**src/rtl/rom_fetch_scheduler_pkg.sv**
```systemverilog
// Shared constants, FSM encoding and helpers for the ROM fetch scheduler.
package fetch_pkg;

   localparam int LANES  = 12;
   localparam int LANE_W = 4;
   localparam int ADDR_W = 10;
   localparam int CNT_W  = ADDR_W + 1;

   typedef enum logic {S_IDLE, S_RUN} state_e;

   function automatic logic [LANES-1:0] onehot(input logic [LANE_W-1:0] lane);
      return LANES'(1) << lane;
   endfunction

endpackage

```
**src/rtl/rom_fetch_scheduler_if.sv**
```systemverilog
// Config, control and FIFO/ROM side signals of the fetch scheduler.
interface rom_fetch_scheduler_if;
   import fetch_pkg::*;

   logic              cfg_we;
   logic [LANE_W-1:0] cfg_lane;
   logic [ADDR_W-1:0] cfg_base;
   logic [CNT_W-1:0]  cfg_len;
   logic              start;
   logic              abort;
   logic [LANES-1:0]  fifo_full;
   logic [ADDR_W-1:0] rom_addr;
   logic [LANES-1:0]  fifo_wr_en;
   logic              busy;
   logic              done;

   modport master (
      output cfg_we, cfg_lane, cfg_base, cfg_len, start, abort, fifo_full,
      input  rom_addr, fifo_wr_en, busy, done
   );

   modport slave (
      input  cfg_we, cfg_lane, cfg_base, cfg_len, start, abort, fifo_full,
      output rom_addr, fifo_wr_en, busy, done
   );

endinterface

```
**src/rtl/rom_fetch_scheduler_rr_arbiter.sv**
```systemverilog
// Combinational round-robin pick: first requester strictly after ptr_i, wrapping.
module rr_arbiter #(
   parameter int N = 12,
   parameter int W = 4
) (
   input  logic [N-1:0] req_i,
   input  logic [W-1:0] ptr_i,
   output logic         grant_valid_o,
   output logic [W-1:0] grant_idx_o
);

   int idx;

   // Scan farthest-first so the nearest requester after the pointer wins.
   always_comb begin
      grant_valid_o = 1'b0;
      grant_idx_o   = '0;
      idx           = 0;
      for (int off = N; off >= 1; off--) begin
         idx = (int'(ptr_i) + off) % N;
         if (req_i[idx]) begin
            grant_valid_o = 1'b1;
            grant_idx_o   = W'(idx);
         end
      end
   end

endmodule

```
**src/rtl/rom_fetch_scheduler.sv**
```systemverilog
// Shares one async-read ROM port among the lane fetch FIFOs, one word per grant.
module rom_fetch_scheduler
   import fetch_pkg::*;
(
   input  logic               clk,
   input  logic               rst,
   rom_fetch_scheduler_if.slave bus
);

   state_e            state_q;
   logic [ADDR_W-1:0] base_q [LANES];
   logic [CNT_W-1:0]  len_q  [LANES];
   logic [CNT_W-1:0]  rem_q  [LANES];
   logic [ADDR_W-1:0] off_q  [LANES];
   logic [LANE_W-1:0] rr_q;
   logic [ADDR_W-1:0] rom_addr_q;
   logic [LANES-1:0]  wr_en_q;
   logic              busy_q;
   logic              done_q;

   logic [LANES-1:0]  elig;
   logic              all_len_zero;
   logic              all_rem_zero;
   logic              cfg_ok;
   logic              gnt_vld;
   logic [LANE_W-1:0] gnt_idx;
   logic [ADDR_W-1:0] addr_d;
   logic [LANES-1:0]  wr_en_d;

   assign cfg_ok = int'(bus.cfg_lane) < LANES;

   // A lane written last cycle is excluded: its full flag has not caught up yet.
   always_comb begin
      elig         = '0;
      all_len_zero = 1'b1;
      all_rem_zero = 1'b1;
      for (int i = 0; i < LANES; i++) begin
         elig[i] = (state_q == S_RUN) && (rem_q[i] != '0) &&
                   !bus.fifo_full[i] && !wr_en_q[i];
         if (len_q[i] != '0) all_len_zero = 1'b0;
         if (rem_q[i] != '0) all_rem_zero = 1'b0;
      end
   end

   rr_arbiter #(.N(LANES), .W(LANE_W)) u_arb (
      .req_i         (elig),
      .ptr_i         (rr_q),
      .grant_valid_o (gnt_vld),
      .grant_idx_o   (gnt_idx)
   );

   assign addr_d  = base_q[gnt_idx] + off_q[gnt_idx];
   assign wr_en_d = onehot(gnt_idx);

   always_ff @(posedge clk or posedge rst) begin
      if (rst) begin
         state_q    <= S_IDLE;
         rr_q       <= LANE_W'(LANES - 1);
         rom_addr_q <= '0;
         wr_en_q    <= '0;
         busy_q     <= 1'b0;
         done_q     <= 1'b0;
         for (int i = 0; i < LANES; i++) begin
            base_q[i] <= '0;
            len_q[i]  <= '0;
            rem_q[i]  <= '0;
            off_q[i]  <= '0;
         end
      end else begin
         done_q <= 1'b0;
         if (bus.abort) begin
            state_q <= S_IDLE;
            wr_en_q <= '0;
            busy_q  <= 1'b0;
            for (int i = 0; i < LANES; i++) rem_q[i] <= '0;
         end else begin
            case (state_q)
               S_IDLE: begin
                  wr_en_q <= '0;
                  if (bus.cfg_we && cfg_ok) begin
                     base_q[bus.cfg_lane] <= bus.cfg_base;
                     len_q[bus.cfg_lane]  <= bus.cfg_len;
                  end
                  if (bus.start) begin
                     for (int i = 0; i < LANES; i++) begin
                        rem_q[i] <= len_q[i];
                        off_q[i] <= '0;
                     end
                     if (all_len_zero) begin
                        done_q <= 1'b1;
                     end else begin
                        state_q <= S_RUN;
                        busy_q  <= 1'b1;
                     end
                  end
               end
               S_RUN: begin
                  // Nothing left once the last grant is in flight; its write finishes this cycle.
                  if (all_rem_zero) begin
                     state_q <= S_IDLE;
                     busy_q  <= 1'b0;
                     done_q  <= 1'b1;
                     wr_en_q <= '0;
                  end else if (gnt_vld) begin
                     rom_addr_q      <= addr_d;
                     wr_en_q         <= wr_en_d;
                     off_q[gnt_idx]  <= off_q[gnt_idx] + ADDR_W'(1);
                     rem_q[gnt_idx]  <= rem_q[gnt_idx] - CNT_W'(1);
                     rr_q            <= gnt_idx;
                  end else begin
                     wr_en_q <= '0;
                  end
               end
               default: state_q <= S_IDLE;
            endcase
         end
      end
   end

   assign bus.rom_addr   = rom_addr_q;
   assign bus.fifo_wr_en = wr_en_q;
   assign bus.busy       = busy_q;
   assign bus.done       = done_q;

endmodule

```
**src/flat_wrapper.sv**
```systemverilog
// flat-port wrapper written by rule: the top's interface ports become plain ports
module rom_fetch_scheduler_flat import fetch_pkg::*;
  (clk, rst, bus_cfg_we, bus_cfg_lane, bus_cfg_base, bus_cfg_len, bus_start, bus_abort, bus_fifo_full, bus_rom_addr, bus_fifo_wr_en, bus_busy, bus_done);
  rom_fetch_scheduler_if bus_i ();
  input  logic clk;
  input  logic rst;
  input wire logic [$bits(bus_i.cfg_we)-1:0] bus_cfg_we;
  input wire logic [$bits(bus_i.cfg_lane)-1:0] bus_cfg_lane;
  input wire logic [$bits(bus_i.cfg_base)-1:0] bus_cfg_base;
  input wire logic [$bits(bus_i.cfg_len)-1:0] bus_cfg_len;
  input wire logic [$bits(bus_i.start)-1:0] bus_start;
  input wire logic [$bits(bus_i.abort)-1:0] bus_abort;
  input wire logic [$bits(bus_i.fifo_full)-1:0] bus_fifo_full;
  output wire logic [$bits(bus_i.rom_addr)-1:0] bus_rom_addr;
  output wire logic [$bits(bus_i.fifo_wr_en)-1:0] bus_fifo_wr_en;
  output wire logic [$bits(bus_i.busy)-1:0] bus_busy;
  output wire logic [$bits(bus_i.done)-1:0] bus_done;
  assign bus_i.cfg_we = bus_cfg_we;
  assign bus_i.cfg_lane = bus_cfg_lane;
  assign bus_i.cfg_base = bus_cfg_base;
  assign bus_i.cfg_len = bus_cfg_len;
  assign bus_i.start = bus_start;
  assign bus_i.abort = bus_abort;
  assign bus_i.fifo_full = bus_fifo_full;
  assign bus_rom_addr = bus_i.rom_addr;
  assign bus_fifo_wr_en = bus_i.fifo_wr_en;
  assign bus_busy = bus_i.busy;
  assign bus_done = bus_i.done;
  rom_fetch_scheduler u_core (.clk(clk), .rst(rst), .bus(bus_i));
endmodule
```
**config.mk**
```make
export PLATFORM = sky130hd
export DESIGN_NAME = rom_fetch_scheduler_flat
export DESIGN_NICKNAME = d
export VERILOG_FILES = /design/src/rtl/rom_fetch_scheduler_pkg.sv /design/src/rtl/rom_fetch_scheduler_if.sv /design/src/rtl/rom_fetch_scheduler_rr_arbiter.sv /design/src/rtl/rom_fetch_scheduler.sv /design/src/flat_wrapper.sv
export SDC_FILE = /design/constraint.sdc
export NUM_CORES = 1
export LEC_CHECK = 0
export CAP_MARGIN = 40
export CELL_PAD_IN_SITES_DETAIL_PLACEMENT = 0
export CELL_PAD_IN_SITES_GLOBAL_PLACEMENT = 2
export CORE_UTILIZATION = 45
export CTS_CLUSTER_SIZE = 30
export DETAILED_ROUTE_END_ITERATION = 8
export PLACE_DENSITY_LB_ADDON = 0.1
export SKIP_LAST_GASP = 1
export SLEW_MARGIN = 20
export SYNTH_ARGS = -nofsm -noshare
export SYNTH_HDL_FRONTEND = slang
export SYNTH_SLANG_ARGS = --single-unit
```
**constraint.sdc**
```tcl
create_clock -name clk -period 35.6 [get_ports clk]
set_input_delay 5.34 -clock clk [delete_from_list [all_inputs] [get_ports clk]]
set_output_delay 5.34 -clock clk [all_outputs]
set_load 0.02 [all_outputs]
```
# --- Word level (Yosys, flattened, before mapping) ---
# Index checks and enable logic that the tools add are counted.
classes:
  n_mux: 133
  order_cmp: 17
  multipliers: 0
  n_addsub: 15
  n_eq_ne: 8
  n_reduce_logical: 92
  n_shift: 1
  n_div: 12
  bitwise: 5
op_table:
  columns: ["op", "count"]
  rows:
  - ["two-way mux 132 bit", 4]
  - ["< comparator 32 x 6 -> 1 bit (second input constant)", 12]
  - ["modulo 32 x 5 -> 32 bit (second input constant)", 12]
  - ["two-way mux 120 bit", 3]
  - ["bitwise mux 132 bit", 2]
  - ["one-hot mux 132 bit (2 select lines)", 1]
  - ["nonzero test 11 bit", 24]
  - ["bitwise mux 120 bit", 2]
  - ["one-hot mux 120 bit (2 select lines)", 1]
  - ["demux 11 bit (select 4 bit)", 2]
  - ["binary-select mux 10 bit (select 4 bit)", 2]
  - ["demux 10 bit (select 4 bit)", 2]
  - ["two-way mux 1 bit", 72]
  - ["two-way mux 10 bit", 6]
  - ["binary-select mux 1 bit (select 4 bit)", 12]
  - ["two-way mux 4 bit", 12]
  - ["binary-select mux 11 bit (select 4 bit)", 1]
  - ["two-way mux 11 bit", 4]
  - ["logical AND 1 bit", 39]
  - ["two-way mux 12 bit", 3]
  - ["adder 4 x 4 -> 5 bit (second input constant)", 5]
  - ["logical NOT 1 bit", 24]
  - ["one-hot mux 12 bit (2 select lines)", 1]
  - ["adder 4 x 3 -> 5 bit (second input constant)", 4]
  - ["other kinds (16)", 33]
word_totals:
  output_inout_bits: 24
  romBits: 0
  elab_cells: 337
  latch_bits: 0
  mem_count: 0
  input_bits: 42
  ramBits: 0
  ff_bits: 533

# --- Longest topological paths before layout ---
# Gate-level depths: netlist of the first run.
depth:
  word_depth: 29
  ltp_mapped: 42
  depth_no_buf: 31

# --- Cells and area by module ---
# A second synthesis of the first run with hierarchy kept.
hier_totals:
  hier_cells: 2380
  area_unflattened_um2: 28015.6
modules_own_cells:
  columns: ["module", "seq_area_each_um2", "cells_per_inst", "instances", "area_per_inst_um2"]
  rows:
  - ["rom_fetch_scheduler", 13341.5, 2019, 1, 25400.6]
  - ["rr_arbiter", 0.0, 361, 1, 2615.0]

# --- Least setup slack after synthesis of the first run ---
# Ideal clock, no wire load.
synth_timing:
  kind: "in2reg"
  start: "in bus_fifo_full[9]"
  end: "reg u_core.rom_addr_q[9] (netlist: u_core.bus.rom_addr[9])"
  t_arrival_ps: 11405
  setup_ps: 136
  path_buffers: 8
  required_ps: 35464
  cell_stages: 32
  setup_slack_ps: 24059
  cell_sequence: "or3b_2 -> a31oi_1 -> mux2i_1 -> a2111oi_1 -> nor3_1 -> and2_1 -> o311a_1 -> buf_2 -> o22ai_2 -> buf_6 -> buf_6 -> buf_6 -> buf_6 -> buf_2 -> clkbuf_1 -> clkbuf_1 -> nand2_1 -> and3_1 -> a311oi_1 -> a21oi_1 -> o21ai_0 -> ha_1 -> a21o_1 -> a21o_1 -> a21oi_1 -> o21bai_1 -> a21oi_1 -> o21bai_1 -> a21oi_1 -> xor2_1 -> xnor2_1 -> a21oi_1"
synth_between:
  elab_chain_len: 23
  word_cells_on_any_way: 72
  classes_between: "add/sub (1); mux (66); bitwise (1); reduce/logical (4)"
synth_rtl:
  columns: ["element", "line_no", "rtl"]
  rows:
  - ["from (decl)", "flat_wrapper.sv:13", "input wire logic [$bits(bus_i.fifo_full)-1:0] bus_fifo_full;"]
  - ["logical NOT 1 bit *", "rom_fetch_scheduler.sv:39", "!bus.fifo_full[i] && !wr_en_q[i];"]
  - ["logical AND 1 bit *", "rom_fetch_scheduler.sv:38", "elig[i] = (state_q == S_RUN) && (rem_q[i] != '0) &&"]
  - ["logical AND 1 bit *", "rom_fetch_scheduler.sv:39", null]
  - ["binary-select mux 1 bit (select 4 bit)", "rom_fetch_scheduler_rr_arbiter.sv:21", "if (req_i[idx]) begin"]
  - ["two-way mux 1 bit (not written as such) (2 in a row)", "rom_fetch_scheduler_rr_arbiter.sv:21", null]
  - ["two-way mux 4 bit (12 in a row)", "rom_fetch_scheduler_rr_arbiter.sv:21", null]
  - ["inverter 4 -> 5 bit (not written as such)", "rom_fetch_scheduler.sv:52", "assign addr_d = base_q[gnt_idx] + off_q[gnt_idx];"]
  - ["binary-select mux 10 bit (select 4 bit)", "rom_fetch_scheduler.sv:52", null]
  - ["two-way mux 10 bit (not written as such) (2 in a row)", "rom_fetch_scheduler.sv:52", null]
  - ["adder 10 bit", "rom_fetch_scheduler.sv:52", null]
  - ["to (signal assigned)", "rom_fetch_scheduler.sv:105", "rom_addr_q <= addr_d;"]
  - ["to (decl)", "rom_fetch_scheduler.sv:16", "logic [ADDR_W-1:0] rom_addr_q;"]
# Mark *: on every way between the ends. The rest lies on a longest branch, timed or not. The select of a mux whose other input is x is not followed.
# A chain may end at the register's enable or synchronous reset.

# --- Worst setup path in the final report of the first run ---
# Same ends and word-level chain as after synthesis.

==> impl_metrics.json, run 1 <==
{
  "status": "complete, no violations",
  "setup_viol": 0,
  "synth-simple-area-share_pct": 12.9,
  "synth_area_um2": 28200,
  "final_common_cell": "dfrtp_1",
  "synth_top_area_share_pct": 47.0,
  "clkLatencyLatePin_ps": 650,
  "die-height_um": 252,
  "ant_nets": 0,
  "initial_core_util_pct": 45.7,
  "synth_cell_type_count": 106,
  "gp_congestion": 0.955,
  "drc": 0,
  "cts_root_buf": "clkbuf_16",
  "yosys.area.top_type": "dfrtp_1",
  "seq_area_frac_synth_pct": 47.3,
  "hold_class": "reg2reg",
  "syn_avg_cell_area_um2": 10.4,
  "holdBufCountCts": 0,
  "worst-path-max-fanout": 58,
  "rows": 91,
  "final_cell_mix": "dfrtp_1 (530), nand2_1 (316), mux2_2 (267), o21ai_0 (170)",
  "min_from": "u_core.off_q[42]",
  "criticalPathCategory": "in2reg",
  "grt_pass1_wl_um": 164000,
  "num-nets-final": 2816,
  "totalWireLength_um": 112000,
  "hpwl_um": 77400,
  "drt_iter0_drc": 2632,
  "maxCapViolCount": 0,
  "multi_input_area_um2": 14000,
  "synth-adder-area-share_pct": 1.49,
  "min_path_cells": 2,
  "synthFlopType": "dfrtp_1",
  "slew_viol_final": 0,
  "avgRoutedWirePerCell_um": 30.9,
  "fin_skew_ps": 65.9,
  "dieArea_um2": 63700,
  "cts_tree": "built",
  "yosysWarnings": 0,
  "gr-total-overflow": 0,
  "cp_data_required_time_ps": 36100,
  "placed_area_um2": 30000,
  "firstDrtPassIters": 6,
  "vias": 23900,
  "critPathCaptureType": "register",
  "post_cts_resized": 0,
  "synth_top_family_by_area": "compound AO/OA/AOI/OAI gates",
  "r2r_cells": 30,
  "grt_pass1_vias": 23300,
  "finalCriticalPeriod_ps": 12670,
  "r2r_end": "u_core.bus.rom_addr[9]",
  "critPathLaunchType": "input port",
  "r2r_setup_slack_ps": 25500,
  "grt_max_degree": 157,
  "regArea_um2": 13300,
  "r2r_start": "u_core.rr_q[1]",
  "clkTransAtPathRegs_ps": 60,
  "dp_cells": 3509,
  "slew_headroom_pct": 32.6,
  "syn_to_final_growth_pct": 13.2,
  "worst-slew-pin-transition_ps": 1010,
  "cts_sinks": 533,
  "synth_area_leaders": "dfrtp_1 (47%), mux2_2 (11%), nand2_1 (4.2%)",
  "io_buffers": 65,
  "vias_per_cell": 6.59,
  "syn_nets": 2792,
  "arrival_ps": 13170,
  "max_freq_ghz": 0.0789,
  "layout-drive-gt1-share_pct": 20.3,
  "async_flop_share_pct": 100,
  "cts_buffer_depth": 3,
  "hold_violations": 0,
  "coreArea_um2": 61800,
  "grt_usage_pct": 35.1,
  "synth_compound_area_share_pct": 19.7,
  "hold_end": "u_core.off_q[42]",
  "pin_count": 66,
  "antenna_found_initial": 2,
  "cts_setup_buffers": 0,
  "synth_mux_area_share_pct": 13.8,
  "finalCritPeriodShare_pct": 35.6,
  "final_cell_area_um2": 32000,
  "synth-edff-count": 0,
  "cts_max_level": 2,
  "synth_xor_area_share_pct": 1.12,
  "final_cells": 3629,
  "fillers": 5594,
  "cts_buffers": 59,
  "fp.dieW_um": 252,
  "syn_inst": 2717,
  "setup-tns-final_ps": 0,
  "rsz0062_at_grt": "false",
  "synth-seq-cells": 533
}
==> stage by stage <==
stage | hold slack [ps] | util (%) | setup WS, ps
final | 482 | 51.7 | 22930
after global routing | 508 | 51.7 | 22530
after CTS | 484 | 51.6 | 23050
after detailed placement | 470 | 48.5 | 22410
after global placement | 459 | 48.0 | 22100
after floorplan | 444 | - | 15370
==> cell type report <==
type                            count  area share [%]
Tap cell                          837            3.28
Antenna cell                        3          0.0235
Clock buffer                       84            5.32
Sequential cell                   533            41.7
Clock inverter                     25           0.630
Multi-Input combinational cell   1934            43.7
Inverter                           51           0.622
Timing Repair Buffer              162            4.73
==> worst max path at each step <==
stage / start / endpoint / slack [ps]
2_1_floorplan: rst / u_core.base_q[0] / 15370
3_3_place_gp: bus_fifo_full[10] / u_core.bus.rom_addr[9] / 22100
3_5_place_dp: bus_fifo_full[9] / u_core.bus.rom_addr[9] / 22410
4_1_cts: bus_fifo_full[9] / u_core.bus.rom_addr[9] / 23050
5_1_grt: bus_fifo_full[9] / u_core.bus.rom_addr[9] / 22530
6_report: bus_fifo_full[9] / u_core.bus.rom_addr[9] / 22930
==> cells by family (layout without fill, tap and decap cells) <==
kind of cell,Yosys count,after routing
multiplexers,348,348
buffers and inverters,250,322
AND/OR/NAND/NOR,752,752
AO/OA/AOI/OAI,765,765
adder cells (fa/ha/maj),33,33
flip-flops,533,533
other,0,3
XOR/XNOR,36,36
==> Yosys cell counts, types with 25 or more instances <==
library cell and instances:
a22oi_1 94, nand2_1 318, inv_1 37, mux2i_1 73, nor3_1 30, mux2_2 267, nor2_1 99, a21oi_1 90
a21o_1 26, nand3_1 75, clkbuf_1 131, buf_2 36, a31oi_1 27, a211oi_1 25, nor4_1 53, o21ai_0 171
dfrtp_1 530, a22o_1 94, ha_1 32, and3_1 26
==> state kept, by name (all words and copies together), names as in the netlist <==
name	flops
u_core.base_q	120
u_core.rr_q	4
u_core.bus.busy	1
u_core.bus.done	1
u_core.rem_q	132
u_core.bus.rom_addr	10
u_core.len_q	132
u_core.off_q	120
u_core.bus.fifo_wr_en	12
u_core.state_q	1
==> metal layers <==
metal  up-vias  share of wire [%]  GRT usage (%)
met5         -                  0              0
met1     12300                 43           49.2
met3       214                8.9           7.62
met4         0                3.4           12.1
li1      10200                  -              -
met2      1174                 44           53.4
==> critical path, cell delays in order <==
cell	delay, ps
clkdlybuf4s50_1	390
or3b_2	500
a31oi_1	320
mux2i_1	200
a2111oi_1	520
clkdlybuf4s15_2	320
or3_1	170
nor2_1	110
a2111oi_4	660
o22a_4	800
buf_4	680
nand2_1	110
and3_1	180
a311oi_1	250
a21oi_1	60
o21ai_0	500
ha_1	370
a21o_1	190
a21o_1	180
a21oi_1	230
o21bai_1	90
a21oi_1	230
o21bai_1	90
a21oi_1	180
xor2_1	190
xnor2_1	140
a21oi_1	80
Power of run 1 is left out: the tool's default activity adds up to more than one toggle a clock period on the data nets, which glitch-free logic cannot reach.
==> inputs of run 2 (changes only) <==
Settings changed: CORE_UTILIZATION 45 to 38.
Clock period 35.6 ns to 10.6 ns, I/O delays scaled along.
==> run 2 against run 1 <==
Effect of this change:
- the run now ends with DRC left
- non-clock buffer count increased by 20
- global-route usage fell by 3.6 points
- sequential share of layout area decreased by 0.79 points
- die area rose by 18%
- critical endpoint unchanged
- largest cell class unchanged
==> impl_metrics.json, run 2 (synthesis results as in run 1) <==
{
  "status": "complete, but fails checks",
  "violations": "DRC",
  "rows": 99,
  "maxCapViolCount": 0,
  "avgRoutedWirePerCell_um": 31.4,
  "cts_max_level": 2,
  "cts_sinks": 533,
  "ant_nets": 0,
  "grt_pass1_wl_um": 172000,
  "dp_cells": 3651,
  "worst-slew-pin-transition_ps": 1010,
  "holdBufCountCts": 0,
  "worstSetupEndpoint": "u_core.bus.rom_addr[9]",
  "pre_cts_ws_ps": 1400,
  "arrival_ps": 9800,
  "worst_path_largest_cell_delay_ps": 900,
  "slowest_stage": "dfstp_2",
  "hpwl_um": 85000,
  "critPathCaptureType": "register",
  "final_cells": 3773,
  "final_cell_mix": "dfrtp_1 (530), nand2_1 (315), mux2_2 (267), o21ai_0 (170)",
  "coreArea_um2": 73200,
  "crit_start": "u_core.rr_q[1]",
  "min_from": "u_core.off_q[103]",
  "slew_headroom_pct": 32.3,
  "hold_violations": 0,
  "setup-tns-final_ps": 0,
  "cts_buffers": 60,
  "rsz0062_at_grt": "false",
  "totalWireLength_um": 119000,
  "gr-total-overflow": 0,
  "die-height_um": 275,
  "syn_to_final_growth_pct": 15.4,
  "cts_setup_buffers": 0,
  "dieArea_um2": 75400,
  "drc": 6,
  "final_common_cell": "dfrtp_1",
  "worst-path-max-fanout": 45,
  "hold_class": "reg2reg",
  "clkTransAtPathRegs_ps": 60,
  "r2r_cells": 27,
  "cts_tree": "built",
  "vias_per_cell": 6.35,
  "cts_root_buf": "clkbuf_16",
  "finalCritPeriodShare_pct": 87.5,
  "criticalPathCategory": "reg2reg",
  "grt_pass1_vias": 23500,
  "clkLatencyLatePin_ps": 670,
  "firstDrtPassIters": 7,
  "vias": 24000,
  "initial_core_util_pct": 38.6,
  "drt_iter0_drc": 2229,
  "fp.dieW_um": 275,
  "grt_max_degree": 186,
  "num-nets-final": 2837,
  "pin_count": 66,
  "max_freq_ghz": 0.108,
  "r2r_setup_slack_ps": 1320,
  "io_buffers": 65,
  "cp_top_family": "compound AO/OA/AOI/OAI gates",
  "r2r_end": "u_core.bus.rom_addr[9]",
  "finalCriticalPeriod_ps": 9280,
  "post_cts_resized": 0,
  "fin_skew_ps": 67.7,
  "r2r_start": "u_core.rr_q[1]",
  "setup_slack_ps": 1320,
  "post-route-util_pct": 44.5,
  "cp_common_cell": "a21oi_1",
  "grt_usage_pct": 31.5,
  "cp_data_required_time_ps": 11130,
  "top_regs": "u_core.len_q (132), u_core.rem_q (132)",
  "cts_buffer_depth": 3,
  "layout-drive-gt1-share_pct": 21.0,
  "critPathLaunchType": "register",
  "antenna_found_initial": 4,
  "gp_congestion": 0.953,
  "slew_viol_final": 0,
  "path_buf_inv": 2,
  "setup_viol": 0,
  "worstSetupPathDepth": 27
}
## run 2: cell types whose count changed in the layout (fill, tap and decap cells not counted), sizes merged
cell / change
bufinv: +3
clkbuf: +7
inv: -1
diode: -2
buf: +20
clkinvlp: +4
clkinv: -7
clkdlybuf4s15: -2
## run 2: tightest hold or removal path, cell delays in order, from the launching register on
cell	delay [ps]
dfrtp_1	340
nand2_1	40
o21ai_0	60
## run 2: per-layer routing
metal / vias up / share of wire (%) / track usage [%]
met1: 12600 / 46 / 45.9
met3: 161 / 6.4 / 4.52
met5: - / 0.0067 / 0
met4: 2 / 2.3 / 7.73
met2: 945 / 45 / 48.9
li1: 10300 / - / -
## run 2: layout make-up
cell class | count | area [um^2]
inverters | 51 | 195
clock buffers | 89 | 1780
flip-flops and latches | 533 | 13300
fillers | 7002 | 40600
well taps | 959 | 1200
clock inverters | 24 | 273
diodes | 1 | 2.50
multi-input cells | 1934 | 14000
repair buffers | 182 | 1810
## run 2: worst min-delay path by stage
stage          slack (ps)  cells past startpoint           endpoint
3_5_place_dp          470                      2  u_core.off_q[110]
5_1_grt               510                      2   u_core.off_q[60]
2_1_floorplan         440                      2  u_core.off_q[113]
3_3_place_gp          460                      2   u_core.off_q[53]
6_report              480                      2  u_core.off_q[103]
4_1_cts               490                      2  u_core.off_q[102]
## run 2: per-stage QoR
stage | cell area (um^2) | hold slack [ps]
3_5_place_dp | 30400 | 472
3_3_place_gp | 30000 | 460
5_1_grt | 32600 | 505
6_report | 32600 | 484
4_1_cts | 32500 | 486
2_1_floorplan | 28200 | 444
Power of run 2 is left out for the same reason.
